**config.mk**
```make
export PLATFORM = sky130hd
export DESIGN_NAME = mem_arbiter_flat
export DESIGN_NICKNAME = d
export VERILOG_FILES = /design/src/rtl/mem_arbiter_if.sv /design/src/rtl/mem_arbiter.sv /design/src/flat_wrapper.sv
export SDC_FILE = /design/constraint.sdc
export NUM_CORES = 1
export LEC_CHECK = 0
export CAP_MARGIN = 20
export CORE_MARGIN = 5
export CORE_UTILIZATION = 39
export CTS_BUF_LIST = sky130_fd_sc_hd__clkbuf_2 sky130_fd_sc_hd__clkbuf_4 sky130_fd_sc_hd__clkbuf_8
export DETAILED_ROUTE_END_ITERATION = 6
export HOLD_SLACK_MARGIN = 0.05
export PLACE_DENSITY = 0.82
export SLEW_MARGIN = 20
export SYNTH_ARGS = -nofsm -noshare
export SYNTH_HDL_FRONTEND = slang
export SYNTH_SLANG_ARGS = --single-unit
```
**constraint.sdc**
```tcl
create_clock -name clk -period 2.2 [get_ports clk]
set_clock_uncertainty 0.1 [all_clocks]
set_input_delay 0.55 -clock clk [delete_from_list [all_inputs] [get_ports clk]]
set_output_delay 0.55 -clock clk [all_outputs]
set_load 0.02 [all_outputs]
```
**src/rtl/mem_arbiter_if.sv**
```systemverilog
// Signal bundle between mem_arbiter, the two caches and main memory.
// The slave modport is the arbiter's view; master is the view of the caches/memory environment.
interface mem_arbiter_if #(
  parameter int ADDR_WIDTH       = 17,
  parameter int DATA_LEN         = 32,
  parameter int ENTRY_INDEX_SIZE = 3
);
  logic [1:0]                  i_cache_mem_vis_signal;
  logic [ADDR_WIDTH-1:0]       i_cache_mem_vis_addr;
  logic [1:0]                  i_cache_status;
  logic [1:0]                  d_cache_mem_vis_signal;
  logic [ADDR_WIDTH-1:0]       d_cache_mem_vis_addr;
  logic [DATA_LEN-1:0]         d_cache_written_data;
  logic [2:0]                  d_cache_data_type;
  logic [ENTRY_INDEX_SIZE:0]   d_cache_write_length;
  logic [1:0]                  d_cache_status;
  logic [DATA_LEN-1:0]         arb_read_data;
  logic [1:0]                  mem_vis_signal;
  logic [ADDR_WIDTH-1:0]       mem_vis_addr;
  logic [DATA_LEN-1:0]         mem_written_data;
  logic [2:0]                  mem_data_type;
  logic [ENTRY_INDEX_SIZE:0]   mem_write_length;
  logic [DATA_LEN-1:0]         mem_data;
  logic [1:0]                  mem_status;

  modport slave (
    input  i_cache_mem_vis_signal, i_cache_mem_vis_addr,
    input  d_cache_mem_vis_signal, d_cache_mem_vis_addr, d_cache_written_data,
    input  d_cache_data_type, d_cache_write_length,
    input  mem_data, mem_status,
    output i_cache_status, d_cache_status, arb_read_data,
    output mem_vis_signal, mem_vis_addr, mem_written_data, mem_data_type, mem_write_length
  );

  modport master (
    output i_cache_mem_vis_signal, i_cache_mem_vis_addr,
    output d_cache_mem_vis_signal, d_cache_mem_vis_addr, d_cache_written_data,
    output d_cache_data_type, d_cache_write_length,
    output mem_data, mem_status,
    input  i_cache_status, d_cache_status, arb_read_data,
    input  mem_vis_signal, mem_vis_addr, mem_written_data, mem_data_type, mem_write_length
  );
endinterface

```
**src/rtl/mem_arbiter.sv**
```systemverilog
// Round-robin arbiter sharing the single main-memory port between the I-cache and D-cache.
// Defining MEM_ARB_TIMEOUT_EN adds a BUSY watchdog that ends a stuck access with status 11.
module mem_arbiter #(
  parameter int ADDR_WIDTH       = 17,
  parameter int DATA_LEN         = 32,
  parameter int ENTRY_INDEX_SIZE = 3,
  parameter int TIMEOUT_CYCLES   = 255
) (
  input logic          clk,
  input logic          rst,
  mem_arbiter_if.slave bus_io
);
  localparam int LEN_W = ENTRY_INDEX_SIZE + 1;

  typedef enum logic [1:0] {
    IDLE = 2'd0,
    BUSY = 2'd1,
    RESP = 2'd2,
    ERR  = 2'd3
  } state_e;

  state_e     state_q;
  logic       ownerD_q;
  logic       lastOwnerD_q;
  logic       iValid;
  logic       dValid;
  logic       grantAny;
  logic       grantToD;
  logic [1:0] iStatus;
  logic [1:0] dStatus;

`ifdef MEM_ARB_TIMEOUT_EN
  localparam int WD_W = ($clog2(TIMEOUT_CYCLES + 1) > 8) ? $clog2(TIMEOUT_CYCLES + 1) : 8;
  logic [WD_W-1:0] wdCount_q;
`else
  logic unusedTimeout;
  assign unusedTimeout = (TIMEOUT_CYCLES != 0);
`endif

  assign iValid   = (bus_io.i_cache_mem_vis_signal == 2'b01);
  assign dValid   = (bus_io.d_cache_mem_vis_signal == 2'b01) ||
                    (bus_io.d_cache_mem_vis_signal == 2'b10);
  assign grantAny = iValid || dValid;
  // On a tie the requester that was not served last wins; last owner resets to I so D wins first.
  assign grantToD = dValid && (!iValid || !lastOwnerD_q);

  always_comb begin
    iStatus = iValid ? 2'b01 : 2'b00;
    dStatus = dValid ? 2'b01 : 2'b00;
    if (state_q == RESP) begin
      if (ownerD_q) dStatus = 2'b10;
      else          iStatus = 2'b10;
    end
`ifdef MEM_ARB_TIMEOUT_EN
    if (state_q == ERR) begin
      if (ownerD_q) dStatus = 2'b11;
      else          iStatus = 2'b11;
    end
`endif
  end

  assign bus_io.i_cache_status = iStatus;
  assign bus_io.d_cache_status = dStatus;

  always_ff @(posedge clk) begin
    if (rst) begin
      state_q                 <= IDLE;
      ownerD_q                <= 1'b0;
      lastOwnerD_q            <= 1'b0;
      bus_io.mem_vis_signal   <= 2'b00;
      bus_io.mem_vis_addr     <= '0;
      bus_io.mem_written_data <= '0;
      bus_io.mem_data_type    <= 3'b000;
      bus_io.mem_write_length <= '0;
      bus_io.arb_read_data    <= '0;
`ifdef MEM_ARB_TIMEOUT_EN
      wdCount_q               <= '0;
`endif
    end else begin
      case (state_q)
        IDLE: begin
          if (grantAny) begin
            ownerD_q <= grantToD;
            state_q  <= BUSY;
`ifdef MEM_ARB_TIMEOUT_EN
            wdCount_q <= '0;
`endif
            if (grantToD) begin
              bus_io.mem_vis_signal   <= bus_io.d_cache_mem_vis_signal;
              bus_io.mem_vis_addr     <= bus_io.d_cache_mem_vis_addr;
              bus_io.mem_written_data <= bus_io.d_cache_written_data;
              bus_io.mem_data_type    <= bus_io.d_cache_data_type;
              bus_io.mem_write_length <= bus_io.d_cache_write_length;
            end else begin
              bus_io.mem_vis_signal   <= 2'b01;
              bus_io.mem_vis_addr     <= bus_io.i_cache_mem_vis_addr;
              bus_io.mem_written_data <= '0;
              bus_io.mem_data_type    <= 3'b010;
              bus_io.mem_write_length <= LEN_W'(1);
            end
          end
        end
        BUSY: begin
          // The command stays frozen here; requester inputs are not looked at until IDLE.
          if (bus_io.mem_status == 2'b10) begin
            if (bus_io.mem_vis_signal == 2'b01) bus_io.arb_read_data <= bus_io.mem_data;
            bus_io.mem_vis_signal <= 2'b00;
            lastOwnerD_q          <= ownerD_q;
            state_q               <= RESP;
          end
`ifdef MEM_ARB_TIMEOUT_EN
          else if (wdCount_q == WD_W'(TIMEOUT_CYCLES - 1)) begin
            bus_io.mem_vis_signal <= 2'b00;
            lastOwnerD_q          <= ownerD_q;
            state_q               <= ERR;
          end else begin
            wdCount_q <= wdCount_q + WD_W'(1);
          end
`endif
        end
        default: state_q <= IDLE;
      endcase
    end
  end
endmodule

```
**src/flat_wrapper.sv**
```systemverilog
// flat-port wrapper written by rule: the top's interface ports become plain ports
module mem_arbiter_flat 
#(
  parameter int ADDR_WIDTH       = 17,
  parameter int DATA_LEN         = 32,
  parameter int ENTRY_INDEX_SIZE = 3,
  parameter int TIMEOUT_CYCLES   = 255
)
  (clk, rst, bus_io_i_cache_mem_vis_signal, bus_io_i_cache_mem_vis_addr, bus_io_d_cache_mem_vis_signal, bus_io_d_cache_mem_vis_addr, bus_io_d_cache_written_data, bus_io_d_cache_data_type, bus_io_d_cache_write_length, bus_io_mem_data, bus_io_mem_status, bus_io_i_cache_status, bus_io_d_cache_status, bus_io_arb_read_data, bus_io_mem_vis_signal, bus_io_mem_vis_addr, bus_io_mem_written_data, bus_io_mem_data_type, bus_io_mem_write_length);
  mem_arbiter_if #(.ADDR_WIDTH(ADDR_WIDTH), .DATA_LEN(DATA_LEN), .ENTRY_INDEX_SIZE(ENTRY_INDEX_SIZE)) bus_io_i ();
  input logic clk;
  input logic rst;
  input wire logic [$bits(bus_io_i.i_cache_mem_vis_signal)-1:0] bus_io_i_cache_mem_vis_signal;
  input wire logic [$bits(bus_io_i.i_cache_mem_vis_addr)-1:0] bus_io_i_cache_mem_vis_addr;
  input wire logic [$bits(bus_io_i.d_cache_mem_vis_signal)-1:0] bus_io_d_cache_mem_vis_signal;
  input wire logic [$bits(bus_io_i.d_cache_mem_vis_addr)-1:0] bus_io_d_cache_mem_vis_addr;
  input wire logic [$bits(bus_io_i.d_cache_written_data)-1:0] bus_io_d_cache_written_data;
  input wire logic [$bits(bus_io_i.d_cache_data_type)-1:0] bus_io_d_cache_data_type;
  input wire logic [$bits(bus_io_i.d_cache_write_length)-1:0] bus_io_d_cache_write_length;
  input wire logic [$bits(bus_io_i.mem_data)-1:0] bus_io_mem_data;
  input wire logic [$bits(bus_io_i.mem_status)-1:0] bus_io_mem_status;
  output wire logic [$bits(bus_io_i.i_cache_status)-1:0] bus_io_i_cache_status;
  output wire logic [$bits(bus_io_i.d_cache_status)-1:0] bus_io_d_cache_status;
  output wire logic [$bits(bus_io_i.arb_read_data)-1:0] bus_io_arb_read_data;
  output wire logic [$bits(bus_io_i.mem_vis_signal)-1:0] bus_io_mem_vis_signal;
  output wire logic [$bits(bus_io_i.mem_vis_addr)-1:0] bus_io_mem_vis_addr;
  output wire logic [$bits(bus_io_i.mem_written_data)-1:0] bus_io_mem_written_data;
  output wire logic [$bits(bus_io_i.mem_data_type)-1:0] bus_io_mem_data_type;
  output wire logic [$bits(bus_io_i.mem_write_length)-1:0] bus_io_mem_write_length;
  assign bus_io_i.i_cache_mem_vis_signal = bus_io_i_cache_mem_vis_signal;
  assign bus_io_i.i_cache_mem_vis_addr = bus_io_i_cache_mem_vis_addr;
  assign bus_io_i.d_cache_mem_vis_signal = bus_io_d_cache_mem_vis_signal;
  assign bus_io_i.d_cache_mem_vis_addr = bus_io_d_cache_mem_vis_addr;
  assign bus_io_i.d_cache_written_data = bus_io_d_cache_written_data;
  assign bus_io_i.d_cache_data_type = bus_io_d_cache_data_type;
  assign bus_io_i.d_cache_write_length = bus_io_d_cache_write_length;
  assign bus_io_i.mem_data = bus_io_mem_data;
  assign bus_io_i.mem_status = bus_io_mem_status;
  assign bus_io_i_cache_status = bus_io_i.i_cache_status;
  assign bus_io_d_cache_status = bus_io_i.d_cache_status;
  assign bus_io_arb_read_data = bus_io_i.arb_read_data;
  assign bus_io_mem_vis_signal = bus_io_i.mem_vis_signal;
  assign bus_io_mem_vis_addr = bus_io_i.mem_vis_addr;
  assign bus_io_mem_written_data = bus_io_i.mem_written_data;
  assign bus_io_mem_data_type = bus_io_i.mem_data_type;
  assign bus_io_mem_write_length = bus_io_i.mem_write_length;
  mem_arbiter #(.ADDR_WIDTH(ADDR_WIDTH), .DATA_LEN(DATA_LEN), .ENTRY_INDEX_SIZE(ENTRY_INDEX_SIZE), .TIMEOUT_CYCLES(TIMEOUT_CYCLES)) u_core (.clk(clk), .rst(rst), .bus_io(bus_io_i));
endmodule
```
==> reports/results.ini, run 1 <==
[logic_synthesis]
synth.area.mux_share_pct=0.281
synth-edff-count=0
async_flop_share_pct=0
synthesis.nets=553
synth_cells=440
synth_top_family_by_area=simple AND/OR/NAND/NOR gates
ys_seq_area_share_pct=52.9
yosys_warnings=0
synthDistinctLibCells=25
synth-xor-area-share_pct=0.457
synth_area_leaders=dfxtp_1, nand2_1, a21oi_1, nand3_1, a211oi_1
synth_compound_area_share_pct=16.9
yosysMostFrequentCell=nand2_1
synth_top_area_cell=dfxtp_1
yosys-top-cells-count=nand2_1, dfxtp_1, a21oi_1
syn_area_mm2=0.00356
ys_ff_latch=94
synth.top_cell.area_share_pct=52.9
synth-simple-area-share_pct=24.1
ys.flop_type=dfxtp_1
avgSynthCellArea_um2=8.08
synthAdderAreaFrac_pct=0

[route]
wl_um=12000
routedWlPerCell_um=16.0
drc=0
ant_nets=0
firstDrtPassIters=5
dr.first_iter.drc_count=188
dr_total_vias=3860
via_per_inst=5.13

[timing]
relSlewSlack_pct=72.2
min_period_ns=2.14
rsz0062_at_grt=no
setup_ws_ns=0.0555
setup_viol=0
whs_ns=0.353
slew_violations=0
fmax_ghz=0.466
hold_viol=0
setup_tns_ns=0
period_share_pct=97.5
tightest_slew_ns=0.417

[clock_tree]
cts_tree=yes
cts_sinks=94
clock_latency_ns=0.33
ctsLongestPathBuffers=2
htree_levels=3
cts_buffers=9
hold_buffers=0
cts_root_buf=clkbuf_8
clkTransAtPathRegs_ns=0.09

[floorplanning]
io_pins=207
rows=34
chipWidth_um=106
die-area_mm2=0.0111
core-area_mm2=0.00881
chipHeight_um=106
initial_utilization_pct=40.4

[critical_path]
path_max_fanout=2
cp.required_ns=1.55
cp_data_arrival_time_ns=1.49
reg2reg_depth=6
reg2reg_to=u_core.bus_io.arb_read_data[14]$_SDFFE_PP0P_
max_stage_delay_ns=0.46
path_class=primary input to primary output
crit_chain=clkdlybuf4s50_1 > xnor2_2 > nor2_1 > buf_2
start_kind=primary input
reg2reg_from=u_core.state_q[1]$_SDFFE_PP0P_
regToRegSetupSlack_ns=0.44
cpMaxStageDelayCell=clkdlybuf4s50_1
cp-end-kind=primary output

[worst_hold_path]
holdPathStages=2
holdPathEnd=u_core.bus_io.mem_written_data[14]$_SDFFE_PP0P_
hold_path_startpoint=u_core.bus_io.mem_written_data[14]$_SDFFE_PP0P_
hp-class=register to register

[finish]
final_area_mm2=0.00602
drive_gt1_share_pct=6.83
ff_latch_area_mm2=0.00188
nNetsFinal=752
synthToLayoutAreaGrowth_pct=69.2
utilization_pct=68.3
diodes=0
multi_input_area_mm2=0.00150
nFillCells=722

[power_and_ir_drop]
leakagePower_nw=2.16
p_per_area_mw_per_mm2=709
vdd_ir_drop_max_v=0.000494

[place]
gp_congestion=0.854
dpl_cell_area_mm2=0.00578
pre_cts_ws_ns=-0.388
port_buffers=206
hpwl_um=8860

[global_route]
overflow=0
grt_max_degree=95
grt_pass1_vias=3734
grt_pass1_wl_um=19200
antenna_found_initial=0
grt_usage_pct=21.1

[job]
max-cap-violations=0

[outcome]
status=finished clean

## critical path: cells and delay by family
kind | cells | cell delay, ns
xor+xnor | 1 | 0.26
buf+inv | 2 | 0.62
simple gates | 1 | 0.06
## stage by stage
stage	power, mW	instances
6_report	4.27	752
5_1_grt	4.48	752
4_1_cts	4.32	752
3_5_place_dp	2.93	736
3_3_place_gp	2.91	736
2_1_floorplan	2.37	440
## cell type report
type / instances / area share, %
clock inverters: 6 / 1.91
clock buffers: 10 / 2.18
multi-input cells: 310 / 24.9
flip-flops and latches: 94 / 31.3
well taps: 108 / 2.25
repair buffers: 224 / 37.5
## how the worst max path moves through the flow
stage | start | end | cells past startpoint
4_1_cts | bus_io_i_cache_mem_vis_signal[1] | bus_io_i_cache_status[0] | 4
6_report | bus_io_d_cache_mem_vis_signal[0] | bus_io_d_cache_status[0] | 4
2_1_floorplan | u_core.state_q[1]$_SDFFE_PP0P_ | bus_io_i_cache_status[0] | 2
3_3_place_gp | bus_io_d_cache_mem_vis_signal[1] | bus_io_d_cache_status[0] | 4
3_5_place_dp | bus_io_d_cache_mem_vis_signal[1] | bus_io_d_cache_status[0] | 4
5_1_grt | bus_io_i_cache_mem_vis_signal[1] | bus_io_i_cache_status[0] | 4
## cells in the final DEF (no fill, tap or decap), drive strengths merged, types with 3 or more instances in the layout
master | netlist | layout
clkdlybuf4s50 | 0 | 201
nand2 | 120 | 120
dfxtp | 94 | 94
a21oi | 89 | 89
nand3 | 37 | 37
nor2 | 25 | 25
buf | 19 | 20
a211oi | 18 | 18
clkbuf | 17 | 11
nor3 | 5 | 5
nand2b | 3 | 3
bufinv | 0 | 3
## where the power goes
part / leakage (nW) / internal, mW / switching, mW
Sequential: 0.767 / 1.81 / 0.0568
Clock: 0.121 / 0.777 / 0.610
Combinational: 1.27 / 0.511 / 0.505
Total: 2.16 / 3.10 / 1.17
## sequential cells by signal, summed over array words and instances (netlist names)
signal	count
u_core.state_q	2
u_core.bus_io.arb_read_data	32
u_core.bus_io.mem_vis_signal	2
u_core.bus_io.mem_vis_addr	17
u_core.bus_io.mem_data_type	3
u_core.bus_io.mem_write_length	4
u_core.lastOwnerD_q	1
u_core.bus_io.mem_written_data	32
u_core.ownerD_q	1
## per-layer routing
metal	part of all wire [%]	GRT usage [%]	up-vias	routed length (um)
met4	2.2	7.40	0	263
met2	49	35.6	180	5830
li1	-	-	1873	-
met3	9.0	6.91	20	1080
met5	0	0	-	0
met1	40	25.3	1787	4830
## logic make-up (layout without fill, tap and decap cells)
logic type / after synthesis / in the layout
mux: 1 / 1
simple gates: 199 / 199
buf+inv: 36 / 240
compound gates: 109 / 109
flops: 94 / 94
xor+xnor: 1 / 1
## timing repair
item	CTS	global route
setup buffers	0	0
setup endpoints to repair	4	1
pin swaps	1	0
resized for setup	7	2
Note: power is estimated with default switching activity, not from simulation.
==> run 2: changes to the inputs <==
--- a/config.mk
+++ b/config.mk
@@ -5,11 +5,13 @@
 export SDC_FILE = /design/constraint.sdc
 export NUM_CORES = 1
 export LEC_CHECK = 0
+export ABC_CLOCK_PERIOD_IN_PS = 2200
 export CAP_MARGIN = 20
 export CORE_MARGIN = 5
 export CORE_UTILIZATION = 39
 export CTS_BUF_LIST = sky130_fd_sc_hd__clkbuf_2 sky130_fd_sc_hd__clkbuf_4 sky130_fd_sc_hd__clkbuf_8
 export DETAILED_ROUTE_END_ITERATION = 6
+export GPL_TIMING_DRIVEN = 0
 export HOLD_SLACK_MARGIN = 0.05
 export PLACE_DENSITY = 0.82
 export SLEW_MARGIN = 20
==> run 2 against run 1 <==
Net effect: first-iteration DRC count shrank 3.2%; power is 4.1% higher; fmax increased by 1.6%; die area unchanged; sequential power about the same; sequential share of layout area shrank 0.37 points; register-to-register slack lost 0.13 ns; sequential cell count stayed put; via count rose by 1.6%; combinational power barely moved; critical path depth did not move; critical path type unchanged.
==> reports/results.ini, run 2 (synthesized netlist as in run 1, its figures left out) <==
[global_route]
grt_pass1_vias=4135
antenna_found_initial=0
overflow=0
grt_usage_pct=22.5
grt_max_degree=17
grt_pass1_wl_um=20400

[route]
drc=0
via_per_inst=5.07
routedWlPerCell_um=16.6
dr_total_vias=3922
ant_nets=0
firstDrtPassIters=5
dr.first_iter.drc_count=182
wl_um=12800

[finish]
largest_registers=u_core.bus_io.arb_read_data: 32 flops, u_core.bus_io.mem_written_data: 32 flops, u_core.bus_io.mem_vis_addr: 17 flops
layout.cells.non_filler=773
nNetsFinal=772
multi_input_area_mm2=0.00152
layout_commonest_cell=clkdlybuf4s50_1
ff_latch_area_mm2=0.00188
drive_gt1_share_pct=7.98
synthToLayoutAreaGrowth_pct=71.3
nFillCells=705
layout.cells.most_common_list=clkdlybuf4s50_1, nand2_1, dfxtp_1

[power_and_ir_drop]
power_frac_seq_pct=42.2
power_mw=4.44
p_per_area_mw_per_mm2=729
p_clk_share_pct=34.9
p_int_mw=3.23
p_comb_share_pct=22.9
p_sw_mw=1.21
leakagePower_nw=2.22
vdd_ir_drop_max_v=0.000495
swShare_pct=27.3

[timing]
tightest_slew_ns=0.621
slew_violations=0
period_share_pct=96.0
min_period_ns=2.11
hold_viol=0
rsz0062_at_grt=no
relSlewSlack_pct=58.6
setup_viol=0
setup_tns_ns=0
fmax_ghz=0.474

[critical_path]
crit_chain=clkdlybuf4s50_1 > nand2b_2 > nor2_1 > buf_2
crit_family=buffers and inverters
start_kind=primary input
cp_num_cells=4
cpMaxStageDelayCell=clkdlybuf4s50_1
max_stage_delay_ns=0.42
cp-end-kind=primary output
reg2reg_depth=6
path_class=primary input to primary output
startpoint=bus_io_i_cache_mem_vis_signal[1]
worst-path-buf-inv=2
path_max_fanout=3
cp.required_ns=1.55
cp_data_arrival_time_ns=1.46
reg2reg_from=u_core.state_q[0]$_SDFFE_PP0P_

[clock_tree]
cts_sinks=94
clkTransAtPathRegs_ns=0.09
htree_levels=3
cts_buffers=9
hold_buffers=0
clock_latency_ns=0.36
cts_tree=yes
cts_root_buf=clkbuf_8
ctsLongestPathBuffers=2

[worst_hold_path]
hold_path_startpoint=u_core.bus_io.mem_written_data[20]$_SDFFE_PP0P_
holdPathStages=2
hp-class=register to register

[floorplanning]
die-area_mm2=0.0111
chipHeight_um=106
core-area_mm2=0.00881
chipWidth_um=106
initial_utilization_pct=40.4
io_pins=207
rows=34

[place]
dp.cells=753
hpwl_um=9810
gp_congestion=0.856
port_buffers=205

[outcome]
status=finished clean

[job]
max-cap-violations=0

run 2: through the flow:
step | hold WS (ns) | setup WS, ns | area (um2) | util [%]
2_1_floorplan | 0.357 | 0.303 | 3560 | -
3_3_place_gp | 0.336 | -0.411 | 5740 | 65.2
3_5_place_dp | 0.342 | -0.445 | 5740 | 65.2
4_1_cts | 0.355 | 0.00857 | 6030 | 68.5
5_1_grt | 0.372 | 0.00825 | 6090 | 69.2
6_report | 0.356 | 0.0885 | 6090 | 69.2
run 2: layout make-up:
class	count	area share [%]
clock inverters	6	2.30
well taps	108	2.22
clock buffers	10	2.26
flip-flops and latches	94	30.9
diodes	1	0.0411
repair buffers	209	34.2
multi-input cells	310	24.9
plain buffers	35	3.20
run 2: tightest hold or removal path, cell delays in order, from the launching register on:
cell and delay (ns):
dfxtp_1 0.32, nand2_1 0.05, a21oi_1 0.05
run 2: power by group through the flow:
stage / Clock, mW / Combinational (mW) / Sequential [mW]
finish: 1.55 / 1.02 / 1.87
global route: 1.66 / 1.10 / 1.89
CTS: 1.57 / 1.00 / 1.87
detailed placement: 0 / 0.998 / 1.91
global placement: 0 / 0.980 / 1.90
floorplan: 0 / 0.344 / 2.03
run 2: timing repair:
item                                    4_1_cts  5_1_grt
hold endpoints to repair                      0        0
pin swaps                                     1        2
buffers inserted                              1        3
gates resized for setup                      13       15
endpoints found under the setup margin       19       43
cloned                                        0        0
run 2: metal layers:
layer | global-route usage, % | share of wire, % | vias to the layer above
li1 | - | - | 1920
met1 | 25.3 | 39 | 1814
met2 | 39.9 | 50 | 168
met3 | 7.15 | 9.5 | 20
met4 | 7.96 | 1.7 | 0
met5 | 0 | 0 | -
run 2: path summary, 6_finish.rpt:
| kind | slack (ns) | to |
|---|---|---|
| worst max-delay path | 0.09 | bus_io_i_cache_status[0] |
| worst min-delay path | 0.36 | u_core.bus_io.mem_written_data[20]$_SDFFE_PP0P_ |
| worst max register to register | 0.31 | u_core.bus_io.arb_read_data[28]$_SDFFE_PP0P_ |
| worst min register to register | 0.36 | u_core.bus_io.mem_written_data[20]$_SDFFE_PP0P_ |
